===== src/rtl/note_lane_engine_if.sv =====
// Bundle between the VGA timing/debounce stages, the lane engine and the renderer:
// frame sync, speed and buttons flow in, note positions and scoring flow out.
interface note_lane_engine_if;
  logic        vsync;
  logic [1:0]  speed;
  logic [3:0]  btn;
  logic [3:0]  note_valid;
  logic [43:0] note_y;
  logic [15:0] score;
  logic [7:0]  combo;
  logic [7:0]  misses;
  logic        hit_pulse;
  logic        miss_pulse;

  // Driver side: the stages that produce sync, speed and button levels.
  modport master (
    output vsync, speed, btn,
    input  note_valid, note_y, score, combo, misses, hit_pulse, miss_pulse
  );

  // Engine side.
  modport slave (
    input  vsync, speed, btn,
    output note_valid, note_y, score, combo, misses, hit_pulse, miss_pulse
  );
endinterface


===== src/rtl/note_lane_engine.sv =====
// note_lane_engine: four-lane falling-note gameplay core. A vsync falling edge is
// the frame tick; notes spawn from an 8-bit LFSR, fall by 1<<speed pixels per frame
// and are judged against a hit window on button rising edges.
module note_lane_engine #(
  parameter int SPAWN_PERIOD = 30,
  parameter int HIT_Y_MIN    = 400,
  parameter int HIT_Y_MAX    = 440,
  parameter int SCREEN_H     = 480,
  parameter int HIT_POINTS   = 10
) (
  input  logic             clk,
  input  logic             reset,
  note_lane_engine_if.slave io_lane
);

  localparam logic [7:0]  LP_LAST_FRAME = 8'(SPAWN_PERIOD - 1);
  localparam logic [10:0] LP_Y_MIN      = 11'(HIT_Y_MIN);
  localparam logic [10:0] LP_Y_MAX      = 11'(HIT_Y_MAX);
  localparam logic [10:0] LP_SCREEN_H   = 11'(SCREEN_H);
  localparam logic [16:0] LP_POINTS     = 17'(HIT_POINTS);

  logic        r_vsync_q;
  logic [3:0]  r_btn_q;
  logic [7:0]  r_lfsr;
  logic [7:0]  r_frame_cnt;
  logic [3:0]  r_valid;
  logic [10:0] r_y [4];
  logic [15:0] r_score;
  logic [7:0]  r_combo;
  logic [7:0]  r_misses;
  logic        r_hit_pulse;
  logic        r_miss_pulse;

  logic        w_fs;
  logic [3:0]  w_press;
  logic [10:0] w_step;
  logic [10:0] w_moved_y [4];
  logic [3:0]  w_hit;
  logic [3:0]  w_miss;
  logic [3:0]  w_spawn;
  logic        w_spawn_frame;
  logic [1:0]  w_spawn_lane;
  logic [2:0]  w_hit_cnt;
  logic [2:0]  w_miss_cnt;
  logic [16:0] w_score_sum;
  logic [8:0]  w_combo_sum;
  logic [8:0]  w_misses_sum;

  assign w_fs          = r_vsync_q & ~io_lane.vsync;
  assign w_press       = io_lane.btn & ~r_btn_q;
  assign w_step        = 11'd1 << io_lane.speed;
  assign w_spawn_frame = w_fs && (r_frame_cnt == LP_LAST_FRAME);
  assign w_spawn_lane  = r_lfsr[1:0];
  assign w_hit_cnt     = 3'($countones(w_hit));
  assign w_miss_cnt    = 3'($countones(w_miss));
  assign w_score_sum   = {1'b0, r_score} + (17'(w_hit_cnt) * LP_POINTS);
  assign w_combo_sum   = {1'b0, r_combo} + {6'd0, w_hit_cnt};
  assign w_misses_sum  = {1'b0, r_misses} + {6'd0, w_miss_cnt};

  // Per-lane judgement: a hit uses the pre-move y and pre-empts motion and miss.
  always_comb begin
    w_spawn = '0;
    for (int n = 0; n < 4; n++) begin
      w_moved_y[n] = r_y[n] + w_step;
      w_hit[n]     = w_press[n] & r_valid[n] & (r_y[n] >= LP_Y_MIN) & (r_y[n] <= LP_Y_MAX);
      w_miss[n]    = w_fs & r_valid[n] & ~w_hit[n] & (w_moved_y[n] >= LP_SCREEN_H);
    end
    if (w_spawn_frame && !r_valid[w_spawn_lane]) begin
      w_spawn[w_spawn_lane] = 1'b1;
    end
  end

  // Edge-detect history, frame counter and LFSR advance once per frame tick.
  always_ff @(posedge clk or posedge reset) begin
    if (reset) begin
      r_vsync_q   <= 1'b1;
      r_btn_q     <= '0;
      r_lfsr      <= 8'h01;
      r_frame_cnt <= '0;
    end else begin
      r_vsync_q <= io_lane.vsync;
      r_btn_q   <= io_lane.btn;
      if (w_fs) begin
        r_lfsr      <= {r_lfsr[6:0], r_lfsr[7] ^ r_lfsr[5] ^ r_lfsr[4] ^ r_lfsr[3]};
        r_frame_cnt <= (r_frame_cnt == LP_LAST_FRAME) ? 8'd0 : r_frame_cnt + 8'd1;
      end
    end
  end

  // Note state per lane: hit clears, otherwise fall or fall off, otherwise spawn.
  always_ff @(posedge clk or posedge reset) begin
    if (reset) begin
      r_valid <= '0;
      for (int n = 0; n < 4; n++) begin
        r_y[n] <= '0;
      end
    end else begin
      for (int n = 0; n < 4; n++) begin
        if (w_hit[n] || w_miss[n]) begin
          r_valid[n] <= 1'b0;
          r_y[n]     <= '0;
        end else if (w_fs && r_valid[n]) begin
          r_y[n] <= w_moved_y[n];
        end else if (w_spawn[n]) begin
          r_valid[n] <= 1'b1;
          r_y[n]     <= '0;
        end
      end
    end
  end

  // Scoring: hits add per lane; any miss in the same cycle zeroes combo afterwards.
  always_ff @(posedge clk or posedge reset) begin
    if (reset) begin
      r_score      <= '0;
      r_combo      <= '0;
      r_misses     <= '0;
      r_hit_pulse  <= 1'b0;
      r_miss_pulse <= 1'b0;
    end else begin
      r_score      <= w_score_sum[16] ? 16'hFFFF : w_score_sum[15:0];
      r_misses     <= w_misses_sum[8] ? 8'hFF : w_misses_sum[7:0];
      r_hit_pulse  <= |w_hit;
      r_miss_pulse <= |w_miss;
      if (|w_miss) begin
        r_combo <= '0;
      end else begin
        r_combo <= w_combo_sum[8] ? 8'hFF : w_combo_sum[7:0];
      end
    end
  end

  // Pack lane positions for the renderer, lane n at bits [11n+10:11n].
  always_comb begin
    io_lane.note_y = '0;
    for (int n = 0; n < 4; n++) begin
      io_lane.note_y[11*n +: 11] = r_y[n];
    end
  end

  assign io_lane.note_valid = r_valid;
  assign io_lane.score      = r_score;
  assign io_lane.combo      = r_combo;
  assign io_lane.misses     = r_misses;
  assign io_lane.hit_pulse  = r_hit_pulse;
  assign io_lane.miss_pulse = r_miss_pulse;

endmodule


===== src/flat_wrapper.sv =====
// flat-port wrapper written by rule: the top's interface ports become plain ports
module note_lane_engine_flat 
#(
  parameter int SPAWN_PERIOD = 30,
  parameter int HIT_Y_MIN    = 400,
  parameter int HIT_Y_MAX    = 440,
  parameter int SCREEN_H     = 480,
  parameter int HIT_POINTS   = 10
)
  (clk, reset, io_lane_vsync, io_lane_speed, io_lane_btn, io_lane_note_valid, io_lane_note_y, io_lane_score, io_lane_combo, io_lane_misses, io_lane_hit_pulse, io_lane_miss_pulse);
  note_lane_engine_if io_lane_i ();
  input  logic clk;
  input  logic reset;
  input wire logic [$bits(io_lane_i.vsync)-1:0] io_lane_vsync;
  input wire logic [$bits(io_lane_i.speed)-1:0] io_lane_speed;
  input wire logic [$bits(io_lane_i.btn)-1:0] io_lane_btn;
  output wire logic [$bits(io_lane_i.note_valid)-1:0] io_lane_note_valid;
  output wire logic [$bits(io_lane_i.note_y)-1:0] io_lane_note_y;
  output wire logic [$bits(io_lane_i.score)-1:0] io_lane_score;
  output wire logic [$bits(io_lane_i.combo)-1:0] io_lane_combo;
  output wire logic [$bits(io_lane_i.misses)-1:0] io_lane_misses;
  output wire logic [$bits(io_lane_i.hit_pulse)-1:0] io_lane_hit_pulse;
  output wire logic [$bits(io_lane_i.miss_pulse)-1:0] io_lane_miss_pulse;
  assign io_lane_i.vsync = io_lane_vsync;
  assign io_lane_i.speed = io_lane_speed;
  assign io_lane_i.btn = io_lane_btn;
  assign io_lane_note_valid = io_lane_i.note_valid;
  assign io_lane_note_y = io_lane_i.note_y;
  assign io_lane_score = io_lane_i.score;
  assign io_lane_combo = io_lane_i.combo;
  assign io_lane_misses = io_lane_i.misses;
  assign io_lane_hit_pulse = io_lane_i.hit_pulse;
  assign io_lane_miss_pulse = io_lane_i.miss_pulse;
  note_lane_engine #(.SPAWN_PERIOD(SPAWN_PERIOD), .HIT_Y_MIN(HIT_Y_MIN), .HIT_Y_MAX(HIT_Y_MAX), .SCREEN_H(SCREEN_H), .HIT_POINTS(HIT_POINTS)) u_core (.clk(clk), .reset(reset), .io_lane(io_lane_i));
endmodule

===== config.mk =====
export PLATFORM = sky130hd
export DESIGN_NAME = note_lane_engine_flat
export DESIGN_NICKNAME = d
export VERILOG_FILES = /design/src/rtl/note_lane_engine_if.sv /design/src/rtl/note_lane_engine.sv /design/src/flat_wrapper.sv
export SDC_FILE = /design/constraint.sdc
export NUM_CORES = 1
export LEC_CHECK = 0
export CAP_MARGIN = 20
export CORE_AREA = 4 4 122 124
export CTS_BUF_LIST = sky130_fd_sc_hd__clkbuf_16
export DETAILED_ROUTE_END_ITERATION = 6
export DIE_AREA = 0 0 126 128
export PLACE_DENSITY = 0.85
export SETUP_SLACK_MARGIN = 0.3
export SLEW_MARGIN = 5
export SYNTH_ARGS = -nofsm -noshare
export SYNTH_HDL_FRONTEND = slang
export SYNTH_SLANG_ARGS = --single-unit
export TNS_END_PERCENT = 1

===== constraint.sdc =====
create_clock -name clk -period 4.8 [get_ports clk]
set_input_delay 0.96 -clock clk [delete_from_list [all_inputs] [get_ports clk]]
set_output_delay 0.96 -clock clk [all_outputs]
set_load 0.1 [all_outputs]

Word-level counts from Yosys, hierarchy flattened --
Index checks and enable logic that the tools add are counted. W data, S select, Z words.
Cells by class: reductions and logical operators 26, bitwise operators 35, equality and inequality tests 5, multiply operators 1, $lt $le $gt $ge 14, add/sub/neg operators 14, shift-type cells 1, mux-type cells 34
Operator list (count):
- $mux W11 | 12
- $ge A11 B9 Y1 const B | 8
- $add A11 B11 Y11 | 4
- $le A11 B9 Y1 const B | 4
- $mux W8 | 4
- $and A1 B1 Y1 | 25
- $add A8 B3 Y9 | 2
- $add A16 B7 Y17 | 1
- $mux W16 | 1
- $mux W1 | 14
- $reduce_bool A3 Y1 | 4
- $shl A1 B2 Y11 const A | 1
- $add A1 B1 Y2 | 4
- $add A8 B1 Y8 const B | 1
- $eq A8 B5 Y1 const B | 1
- $ne A2 B1 Y1 const B | 4
- $reduce_and A2 Y1 | 4
- $reduce_bool A2 Y1 | 4
- $reduce_or A4 Y1 | 2
- $logic_and A1 B1 Y1 | 7
- $add A3 B3 Y3 | 2
- $mul A3 B3 Y6 const B | 1
- $not A1 Y1 | 5
- $and A4 B4 Y4 | 1
- 9 further kinds | 14
Word-level totals: register bits 103, word-level logic and storage cells 147

Logic depth before layout (Yosys ltp) --
Gate-level depths: netlist of the first run.
word-level depth 12, gate-level depth with buffers 25

Worst setup path before layout of the first run --
No wires, ideal clock.
kind input-to-reg, start point input io_lane_speed[0], end point register u_core.r_misses[0] (netlist: u_core.io_lane.misses[0]), path buffers 4, arrival time 5.541 ns, stages 24, slack -0.817 ns, cells stage by stage buf_6 > buf_6 > clkbuf_1 > nor2_1 > ha_1 > ha_1 > a21oi_1 > o22a_1 > a21boi_1 > a21oi_1 > a311o_1 > buf_6 > a311oi_4 > inv_2 > ha_1 > ha_1 > inv_1 > fa_1 > fa_1 > inv_1 > a21oi_1 > nor2_1 > nand3_1 > nand2b_1
On the way: longest elaborated chain between the ends 8, elaborated cells between the ends (all ways) 18, those cells by class 8 x add/sub; 4 x order compare; 1 x shift; 1 x mux; 4 x bitwise
Ends and longest elaborated chain:
- from (decl) | line flat_wrapper.sv:15 | input wire logic [$bits(io_lane_i.speed)-1:0] io_lane_speed;
- $shl A1 B2 Y11 (*) | line note_lane_engine.sv:51 | assign w_step = 11'd1 << io_lane.speed;
- $add A11 B11 Y11 | line note_lane_engine.sv:64 | w_moved_y[n] = r_y[n] + w_step;
- $ge A11 B9 Y1 | line note_lane_engine.sv:66 | w_miss[n] = w_fs & r_valid[n] & ~w_hit[n] & (w_moved_y[n] >= LP_SCREEN_H);
- $and A1 B1 Y1 | line note_lane_engine.sv:66
- $add A1 B1 Y2 (not written as such) | line note_lane_engine.sv:55 | assign w_miss_cnt = 3'($countones(w_miss));
- $add A3 B3 Y3 (not written as such) (*) | line note_lane_engine.sv:55
- $add A8 B3 Y9 (*) | line note_lane_engine.sv:58 | assign w_misses_sum = {1'b0, r_misses} + {6'd0, w_miss_cnt};
- $mux W8 (*) | line note_lane_engine.sv:122 | r_misses <= w_misses_sum[8] ? 8'hFF : w_misses_sum[7:0];
- to (signal assigned) | line note_lane_engine.sv:122
- to (decl) | line note_lane_engine.sv:30 | logic [7:0] r_misses;
Every way passes the cells marked *; elsewhere a longest branch is shown, timed or not. A chain may end at the register's enable or synchronous reset.

Worst setup path in the final report of the first run --
start point input io_lane_speed[0], end point register u_core.r_misses[7] (netlist: u_core.io_lane.misses[7])
The elaborated chain is that of the path after synthesis.

==> results of run 1 <==
==> logic make-up after synthesis <==
logic type                 after synthesis  share of synthesized area
and+or+nand+nor                        305                      0.232
AOI/OAI and AO/OA                      195                      0.211
DFF                                    103                      0.380
buffers and inverters                   79                     0.0555
adders and majority gates               41                     0.0808
xor gates and xnor gates                28                     0.0362
muxes                                    3                    0.00480
==> worst max-delay path, delay by kind of cell <==
family	cells	cell delay, ns
fa+ha+maj	5	1.36
compound gates	6	1.20
simple gates	6	0.76
buf+inv	7	0.73
==> what timing repair did <==
item | 4_1_cts | 5_1_grt
pin swaps | 34 | 22
gates resized for setup | 48 | 19
hold endpoints to repair | 0 | 0
setup endpoints to repair | 24 | 24
setup buffers | 7 | 2
==> power by group through the flow <==
stage          clock network [mW]  logic [mW]  registers, mW
4_1_cts                     0.753       0.468          0.989
5_1_grt                     0.792       0.512           1.00
6_report                    0.740       0.479          0.995
3_5_place_dp                    0       0.459           1.00
2_1_floorplan                   0       0.205           1.13
3_3_place_gp                    0       0.449           1.00
==> metal layers <==
layer  global-route usage  vias up  wire length (um)
met5                    0        -                 0
met4               0.0612        0               363
met3               0.0671       36              1250
met2                0.381      237              9080
met1                0.300     3166              8120
li1                     -     3051                 -
==> area by class of cell <==
| class | instances | area [um2] | area share |
|---|---|---|---|
| multi-input cells | 572 | 4150 | 0.461 |
| flip-flops and latches | 103 | 2580 | 0.286 |
| repair buffers | 182 | 1610 | 0.179 |
| clock buffers | 9 | 225 | 0.0250 |
| well taps | 180 | 225 | 0.0250 |
| inverters | 38 | 146 | 0.0162 |
| clock inverters | 7 | 65.1 | 0.00722 |
| diodes | 1 | 2.50 | 0.000278 |
==> stage by stage <==
stage	power, mW	cells
after global routing	2.31	1092
after floorplan	1.34	754
after CTS	2.21	1089
final	2.21	1092
after global placement	1.45	1066
after detailed placement	1.46	1066
==> registers in the layout, indices dropped and copies added, names as in the netlist, 4 cells and up <==
register                   flops
u_core.io_lane.note_y         44
u_core.io_lane.score          16
u_core.io_lane.combo           8
u_core.io_lane.misses          8
u_core.r_frame_cnt             8
u_core.r_lfsr                  8
u_core.io_lane.note_valid      4
u_core.r_btn_q                 4
==> path summary, 6_finish.rpt <==
| check | to | startpoint | cells after the start | slack (ns) |
|---|---|---|---|---|
| worst max-delay path | u_core.io_lane.misses[7]$_DFF_PP0_ | io_lane_speed[0] | 24 | 0.02 |
| worst max register to register | u_core.io_lane.misses[7]$_DFF_PP0_ | u_core.io_lane.note_y[1]$_DFFE_PP0P_ | 22 | 0.37 |
| worst min-delay path | u_core.io_lane.score[0]$_DFFE_PP0P_ | u_core.io_lane.score[0]$_DFFE_PP0P_ | 1 | 0.47 |
| worst min register to register | u_core.io_lane.score[0]$_DFFE_PP0P_ | u_core.io_lane.score[0]$_DFFE_PP0P_ | 1 | 0.47 |
| max in group asynchronous | u_core.io_lane.note_y[38]$_DFFE_PP0P_ | reset | 3 | 2.89 |
| min in group asynchronous | u_core.io_lane.combo[1]$_DFF_PP0_ | reset | 2 | 1.05 |
==> placed cells by master (no fill, tap or decap), types with 20 or more instances in the layout <==
cell / n
a31oi_1: 27
xnor2_1: 20
ha_1: 20
nand3_1: 37
clkdlybuf4s50_1: 86
buf_4: 90
nor2_1: 43
nand2_1: 92
inv_1: 33
a21oi_1: 27
o21ai_0: 29
dfrtp_1: 101
and2_1: 22
==> flow_metrics.env, run 1 <==
export IMPL_outcome="finished with violations"
export IMPL_violations="DRC"
export IMPL_setup_slack_ns=0.0174
export IMPL_cts_sinks=103
export IMPL_tns_ns=0
export IMPL_drt_total_wl_um=18800
export IMPL_criticalPathCategory="input pin to flip-flop"
export IMPL_drc=2
export IMPL_peakVddDrop_v=0.000177
export IMPL_cp_max_fo=5
export IMPL_ys_top_cells_by_count="dfrtp_1 (101), nand2_1 (94), nor2_1 (45), nand3_1 (38), inv_1 (36)"
export IMPL_cellInternalPower_mw=1.46
export IMPL_cp_common_cell="ha_4"
export IMPL_wire_per_inst_um=17.2
export IMPL_grt_pass1_wl_um=31000
export IMPL_synth_seq_area_share=0.380
export IMPL_slew_headroom=0.313
export IMPL_syn_avg_cell_area_um2=8.99
export IMPL_min_period_ns=4.78
export IMPL_drive_above_1_share=0.214
export IMPL_synthTopCellsByArea="dfrtp_1 (37%), ha_1 (6.5%), nand2_1 (5.2%)"
export IMPL_start_kind="input pin"
export IMPL_syn_num_nets=803
export IMPL_max_stage_delay_ns=0.58
export IMPL_maxCapViolCount=0
export IMPL_synth_top_cell_area_share=0.373
export IMPL_drtPass1Iterations=7
export IMPL_grt_overflow=0
export IMPL_crit_path_cell_trace="buf_12 -> nor2_4 -> buf_6 -> ha_4 -> nand2_2 -> o21ai_0 -> nor2_1 -> buf_4 -> o31ai_2 -> nand2_2 -> a311oi_4 -> inv_2 -> ha_4 -> ha_4 -> inv_2 -> fa_2 -> inv_2 -> ha_4 -> a21o_1 -> a21oi_2 -> buf_4 -> nor3b_4 -> nand3_1 -> o21a_1"
export IMPL_fin_nets=955
export IMPL_yosys_area_top_type="dfrtp_1"
export IMPL_cts_buffer_depth=2
export IMPL_dp_hpwl_um=13000
export IMPL_hp_class="flip-flop to flip-flop"
export IMPL_grt_max_degree=53
export IMPL_ys_warn_count=0
export IMPL_combPwrFrac=0.216
export IMPL_critPathArrivalTime_ns=5.03
export IMPL_ioPinCount=91
export IMPL_areaGrowthSynthToFinish_pct=32.9
export IMPL_setup_violations=0
export IMPL_grtUsageTotal=0.231
export IMPL_fin_area_um2=9010
export IMPL_die_h_um=128
export IMPL_async_flop_share=1.00
export IMPL_p_sw_frac=0.340
export IMPL_vias=6490
export IMPL_fin_util=0.654
export IMPL_pre_cts_slack_ns=-0.874
export IMPL_fillCellCount=1073
export IMPL_synth_edf_count=0
export IMPL_p_switching_uw=752
export IMPL_yosysMostFrequentCell="dfrtp_1"
export IMPL_clkLatencyLatePin_ns=0.36
export IMPL_die_w_um=126
export IMPL_finalCritPeriodShare=0.996
export IMPL_worstSetupEndpointType="flip-flop"
export IMPL_detail_route_antenna_nets=0
export IMPL_dpl_cell_area_um2=8410
export IMPL_cts_hold_buf=0
export IMPL_cp_slowest_cell="fa_2"
export IMPL_rsz0062_at_grt="yes"
export IMPL_p_seq_frac=0.449
export IMPL_max_freq_ghz=0.209
export IMPL_hold_slack_ns=0.473
export IMPL_antenna_found_initial=1
export IMPL_synthesis_area_um2=6780
export IMPL_hold_viol=0
export IMPL_place_congestion=0.884
export IMPL_core_area_um2=13800
export IMPL_first_iter_violations=657
export IMPL_core_rowCount=43
export IMPL_root_buffer="clkbuf_16"
export IMPL_power_density_nw_per_um2=246
export IMPL_synth_ff_latch_count=103
export IMPL_cts_tree="yes"
export IMPL_viasPerCell=5.94
export IMPL_synth_cells=754
export IMPL_portBuffers=90
export IMPL_cp_required_ns=5.04
export IMPL_initial_core_util=0.492
export IMPL_htree_levels=3
export IMPL_tightest_slew_ns=1.03
export IMPL_ys_types=88
export IMPL_yosys_most_used_dff="dfrtp_1"
export IMPL_skew_ns=0.00795
export IMPL_die_area_um2=16100
export IMPL_slew_viol_final=0
export IMPL_path_clk_slew_ns=0.07
export IMPL_p_leak_nw=4.06
export IMPL_grt_pass1_vias=6299
export IMPL_cts_buffers=9
export IMPL_power_frac_clock=0.334
(Power assumes the default switching activity.)
==> run 2, diff against run 1 <==
--- a/config.mk
+++ b/config.mk
@@ -10,7 +10,8 @@
 export CTS_BUF_LIST = sky130_fd_sc_hd__clkbuf_16
 export DETAILED_ROUTE_END_ITERATION = 6
 export DIE_AREA = 0 0 126 128
-export PLACE_DENSITY = 0.85
+export HOLD_SLACK_MARGIN = 0.03
+export PLACE_DENSITY = 0.73
 export SETUP_SLACK_MARGIN = 0.3
 export SLEW_MARGIN = 5
 export SYNTH_ARGS = -nofsm -noshare
==> constraint.sdc (replaced) <==
create_clock -name clk -period 5.5 [get_ports clk]
set_input_delay 1.1 -clock clk [delete_from_list [all_inputs] [get_ports clk]]
set_output_delay 1.1 -clock clk [all_outputs]
set_load 0.1 [all_outputs]
==> flow_metrics.env, run 2 (synthesis gave the netlist of run 1 again) <==
export IMPL_setup_violations=0
export IMPL_hp_class="flip-flop to flip-flop"
export IMPL_grt_pass1_wl_um=30700
export IMPL_hold_slack_ns=0.473
export IMPL_cp_max_fo=5
export IMPL_drt_total_wl_um=18400
export IMPL_setup_slack_ns=0.470
export IMPL_slew_viol_final=0
export IMPL_antenna_found_initial=0
export IMPL_fin_util=0.626
export IMPL_diodes=0
export IMPL_drive_above_1_share=0.159
export IMPL_die_area_um2=16100
export IMPL_wire_per_inst_um=17.3
export IMPL_p_leak_nw=3.91
export IMPL_final_common_cell="dfrtp_1"
export IMPL_largest_reg_flops=44
export IMPL_areaGrowthSynthToFinish_pct=27.2
export IMPL_final_cell_mix="dfrtp_1 (101), nand2_1 (92), clkdlybuf4s50_1 (88)"
export IMPL_min_period_ns=5.03
export IMPL_grt_max_degree=74
export IMPL_grtUsageTotal=0.229
export IMPL_fillCellCount=1188
export IMPL_max_freq_ghz=0.199
export IMPL_crit_start="io_lane_speed[0]"
export IMPL_first_iter_violations=482
export IMPL_cts_hold_buf=0
export IMPL_criticalPathCategory="input pin to flip-flop"
export IMPL_portBuffers=90
export IMPL_fin_nets=924
export IMPL_drtPass1Iterations=5
export IMPL_dp_hpwl_um=13300
export IMPL_slew_headroom=0.303
export IMPL_timing_rr_start="u_core.io_lane.note_y[23]$_DFFE_PP0P_"
export IMPL_power_density_nw_per_um2=222
export IMPL_pre_cts_slack_ns=-0.368
export IMPL_peakVddDrop_v=0.000140
export IMPL_cp_required_ns=5.74
export IMPL_path_clk_slew_ns=0.07
export IMPL_critPathArrivalTime_ns=5.27
export IMPL_worstSetupEndpointType="flip-flop"
export IMPL_die_w_um=126
export IMPL_initial_core_util=0.492
export IMPL_vias=6362
export IMPL_die_h_um=128
export IMPL_hp_start="u_core.r_frame_cnt[7]$_DFFE_PP0P_"
export IMPL_tightest_slew_ns=1.04
export IMPL_tns_ns=0
export IMPL_drc=0
export IMPL_root_buffer="clkbuf_16"
export IMPL_grt_pass1_vias=6417
export IMPL_clkLatencyLatePin_ns=0.35
export IMPL_core_rowCount=43
export IMPL_hold_viol=0
export IMPL_viasPerCell=6.00
export IMPL_skew_ns=0.0126
export IMPL_maxCapViolCount=0
export IMPL_grt_overflow=0
export IMPL_rsz0062_at_grt="yes"
export IMPL_cts_buffers=9
export IMPL_power_mw=1.92
export IMPL_htree_levels=3
export IMPL_cts_buffer_depth=2
export IMPL_cts_tree="yes"
export IMPL_finalCritPeriodShare=0.915
export IMPL_start_kind="input pin"
export IMPL_core_area_um2=13800
export IMPL_detail_route_antenna_nets=0
export IMPL_cts_sinks=103
export IMPL_ioPinCount=91
export IMPL_outcome="finished, final reports clean"
export IMPL_place_congestion=0.890
[run 2: what timing repair did]
item                                   4_1_cts  5_1_grt
gates resized for setup                      8       16
buffers inserted                             0        2
setup endpoints to repair                    8       24
pin swaps                                    2        5
endpoints found under the hold margin        0        0
[run 2: worst max-delay path: stages]
cell and delay [ns]:
clkbuf_2 0.14, nor2_4 0.25, ha_4 0.20, ha_4 0.16, nor2_1 0.06, or2_1 0.29, a22oi_2 0.20, o21ai_1 0.09
a311o_1 0.37, a311oi_4 0.35, inv_2 0.08, ha_4 0.28, ha_4 0.11, inv_2 0.03, fa_1 0.55, inv_1 0.06
ha_1 0.28, a21o_1 0.18, a21oi_4 0.16, nor2_1 0.08, xnor2_1 0.19, nand2_2 0.06
[run 2: path summary, 6_finish.rpt]
check                                                       to  slack (ns)  depth (start not counted)
max                         u_core.io_lane.misses[5]$_DFF_PP0_        0.47                         22
min                          u_core.r_frame_cnt[7]$_DFFE_PP0P_        0.47                          1
max reg2reg                 u_core.io_lane.misses[5]$_DFF_PP0_        1.00                         20
min reg2reg                  u_core.r_frame_cnt[7]$_DFFE_PP0P_        0.47                          1
max in group asynchronous           u_core.r_vsync_q$_DFF_PP1_        3.21                          3
min in group asynchronous  u_core.io_lane.score[0]$_DFFE_PP0P_        1.29                          2
[run 2: final cells by class]
cell class | instances | area [um2] | share of cell area
inverter | 38 | 146 | 0.0170
timing repair buffer | 151 | 1370 | 0.159
clock buffer | 9 | 225 | 0.0261
multi-input combinational | 572 | 4010 | 0.464
clock inverter | 7 | 71.3 | 0.00827
tap | 180 | 225 | 0.0261
sequential | 103 | 2580 | 0.299
[run 2: power breakdown]
group | internal (mW) | switching (mW) | leakage (nW) | total, mW
clock | 0.356 | 0.301 | 0.151 | 0.657
combinational | 0.121 | 0.270 | 2.38 | 0.391
sequential | 0.792 | 0.0776 | 1.37 | 0.870
total | 1.27 | 0.648 | 3.91 | 1.92
[run 2: per-layer routing]
| metal | global-route usage | vias to the layer above | wire, um |
|---|---|---|---|
| met4 | 0.0801 | 0 | 361 |
| met1 | 0.287 | 3151 | 7920 |
| met2 | 0.397 | 197 | 9120 |
| li1 | - | 2985 | - |
| met5 | 0 | - | 0 |
| met3 | 0.0433 | 29 | 953 |
[run 2: stage by stage]
| stage | instances | instance area, um2 |
|---|---|---|
| global placement | 1042 | 8240 |
| detailed placement | 1042 | 8240 |
| global route | 1060 | 8630 |
| finish | 1060 | 8630 |
| CTS | 1058 | 8560 |
| floorplan | 754 | 6910 |
==> run 3, diff against run 2 <==
--- a/config.mk
+++ b/config.mk
@@ -17,4 +17,4 @@
 export SYNTH_ARGS = -nofsm -noshare
 export SYNTH_HDL_FRONTEND = slang
 export SYNTH_SLANG_ARGS = --single-unit
-export TNS_END_PERCENT = 1
+export TNS_END_PERCENT = 30
==> flow_metrics.env, run 3 (synthesis gave the netlist of run 1 again) <==
export IMPL_outcome="finished, final reports clean"
export IMPL_maxCapViolCount=0
export IMPL_rsz0062_at_grt="yes"
export IMPL_die_w_um=126
export IMPL_initial_core_util=0.492
export IMPL_core_area_um2=13800
export IMPL_slew_headroom=0.317
export IMPL_drt_total_wl_um=17800
export IMPL_final_common_cell="dfrtp_1"
export IMPL_cts_sinks=103
export IMPL_grt_overflow=0
export IMPL_max_freq_ghz=0.201
export IMPL_critPathArrivalTime_ns=5.22
export IMPL_max_stage_delay_ns=0.49
export IMPL_cp_common_cell="ha_1"
export IMPL_power_density_nw_per_um2=223
export IMPL_grt_max_degree=77
export IMPL_peakVddDrop_v=0.000166
export IMPL_final_cells=1054
export IMPL_dpl_cell_area_um2=8170
export IMPL_fin_nets=918
export IMPL_portBuffers=90
export IMPL_drc=0
export IMPL_wire_per_inst_um=16.8
export IMPL_hp_class="flip-flop to flip-flop"
export IMPL_die_h_um=128
export IMPL_first_iter_violations=642
export IMPL_die_area_um2=16100
export IMPL_antenna_found_initial=0
export IMPL_grt_pass1_wl_um=29600
export IMPL_drive_above_1_share=0.161
export IMPL_cts_hold_buf=0
export IMPL_crit_path_cell_trace="clkdlybuf4s50_1 -> nor4b_1 -> o21ai_0 -> and4b_1 -> inv_1 -> ha_1 -> ha_1 -> fa_1 -> ha_1 -> ha_1 -> ha_1 -> inv_1 -> o21bai_1 -> a21oi_1 -> buf_4 -> o21bai_1 -> nand4_1 -> mux2_2"
export IMPL_path_clk_slew_ns=0.07
export IMPL_min_period_ns=4.97
export IMPL_cts_tree="yes"
export IMPL_slew_viol_final=0
export IMPL_root_buffer="clkbuf_16"
export IMPL_largest_reg_flops=44
export IMPL_hold_slack_ns=0.476
export IMPL_criticalPathCategory="input pin to flip-flop"
export IMPL_pre_cts_slack_ns=-0.206
export IMPL_skew_ns=0.00836
export IMPL_fin_util=0.626
export IMPL_htree_levels=3
export IMPL_cp_slowest_cell="clkdlybuf4s50_1"
export IMPL_fin_area_um2=8630
export IMPL_place_congestion=0.917
export IMPL_ioPinCount=91
export IMPL_tightest_slew_ns=1.02
export IMPL_cts_buffer_depth=2
export IMPL_cp_max_fo=4
export IMPL_cts_buffers=9
export IMPL_detail_route_antenna_nets=0
export IMPL_diodes=0
export IMPL_cp_required_ns=5.75
export IMPL_setup_slack_ns=0.532
export IMPL_dp_hpwl_um=12800
export IMPL_vias=6246
export IMPL_finalCritPeriodShare=0.903
export IMPL_core_rowCount=43
export IMPL_grtUsageTotal=0.221
export IMPL_clkLatencyLatePin_ns=0.36
export IMPL_drtPass1Iterations=6
export IMPL_place_inst=1034
export IMPL_worstSetupEndpointType="flip-flop"
export IMPL_final_cell_mix="dfrtp_1 (101), nand2_1 (93), clkdlybuf4s50_1 (88)"
export IMPL_start_kind="input pin"
export IMPL_grt_pass1_vias=6152
export IMPL_hold_viol=0
export IMPL_setup_violations=0
export IMPL_p_leak_nw=3.87
export IMPL_viasPerCell=5.93
export IMPL_areaGrowthSynthToFinish_pct=27.2
==> run 3: cell types whose count changed in the layout (fill, tap and decap cells not counted), moves of 2 or more <==
| cell | change |
|---|---|
| buf_4 | -7 |
| ha_2 | +2 |
| buf_6 | +2 |
| clkinv_2 | -2 |
| ha_1 | -3 |
==> run 3: repair_timing <==
action / in CTS / in global routing
gates resized for setup: 13 / 19
setup buffers: 3 / 1
pin swaps: 11 / 18
endpoints found under the setup margin: 8 / 23
==> run 3: where the power goes <==
part | switching [mW] | total (mW) | internal (mW)
clock | 0.308 | 0.667 | 0.359
sequential | 0.0766 | 0.869 | 0.792
combinational | 0.269 | 0.391 | 0.122
==> run 3: final cells by class <==
type / instances / area (um2)
Clock inverter: 7 / 78.8
Clock buffer: 9 / 225
Fill cell: 1157 / 5140
Inverter: 38 / 145
Sequential cell: 103 / 2580
Timing Repair Buffer: 145 / 1320
Tap cell: 180 / 225
Multi-Input combinational cell: 572 / 4050
==> run 3: critical path, delay by kind of cell <==
kind,cells,cell delay [ns]
compound gates,4,0.69
fa+ha+maj,6,1.72
buf+inv,4,0.74
mux,1,0.28
simple gates,3,0.68
==> run 3: layer usage <==
metal	wire length [um]	GRT usage	vias up
met5	0	0	-
met2	8930	0.382	195
met1	7470	0.276	3071
li1	-	-	2961
met4	231	0.0593	0
met3	1120	0.0592	19
==> run 3: metrics by stage <==
stage,TNS [ns],power [mW]
finish,0,1.93
global route,0,2.01
CTS,0,1.94
detailed placement,-1.36,1.27
global placement,-0.466,1.26
floorplan,0,1.17
==> run 3: path summary, 6_finish.rpt <==
check	start	to	slack (ns)	cells after the start
max in group asynchronous	reset	u_core.r_vsync_q$_DFF_PP1_	3.23	3
hold reg to reg	u_core.r_frame_cnt[7]$_DFFE_PP0P_	u_core.r_frame_cnt[7]$_DFFE_PP0P_	0.48	1
min in group asynchronous	reset	u_core.io_lane.score[0]$_DFFE_PP0P_	1.31	2
hold / removal	u_core.r_frame_cnt[7]$_DFFE_PP0P_	u_core.r_frame_cnt[7]$_DFFE_PP0P_	0.48	1
setup / recovery	io_lane_btn[1]	u_core.io_lane.score[12]$_DFF_PP0_	0.53	18
setup reg to reg	u_core.io_lane.note_y[23]$_DFFE_PP0P_	u_core.io_lane.score[12]$_DFF_PP0_	1.02	17
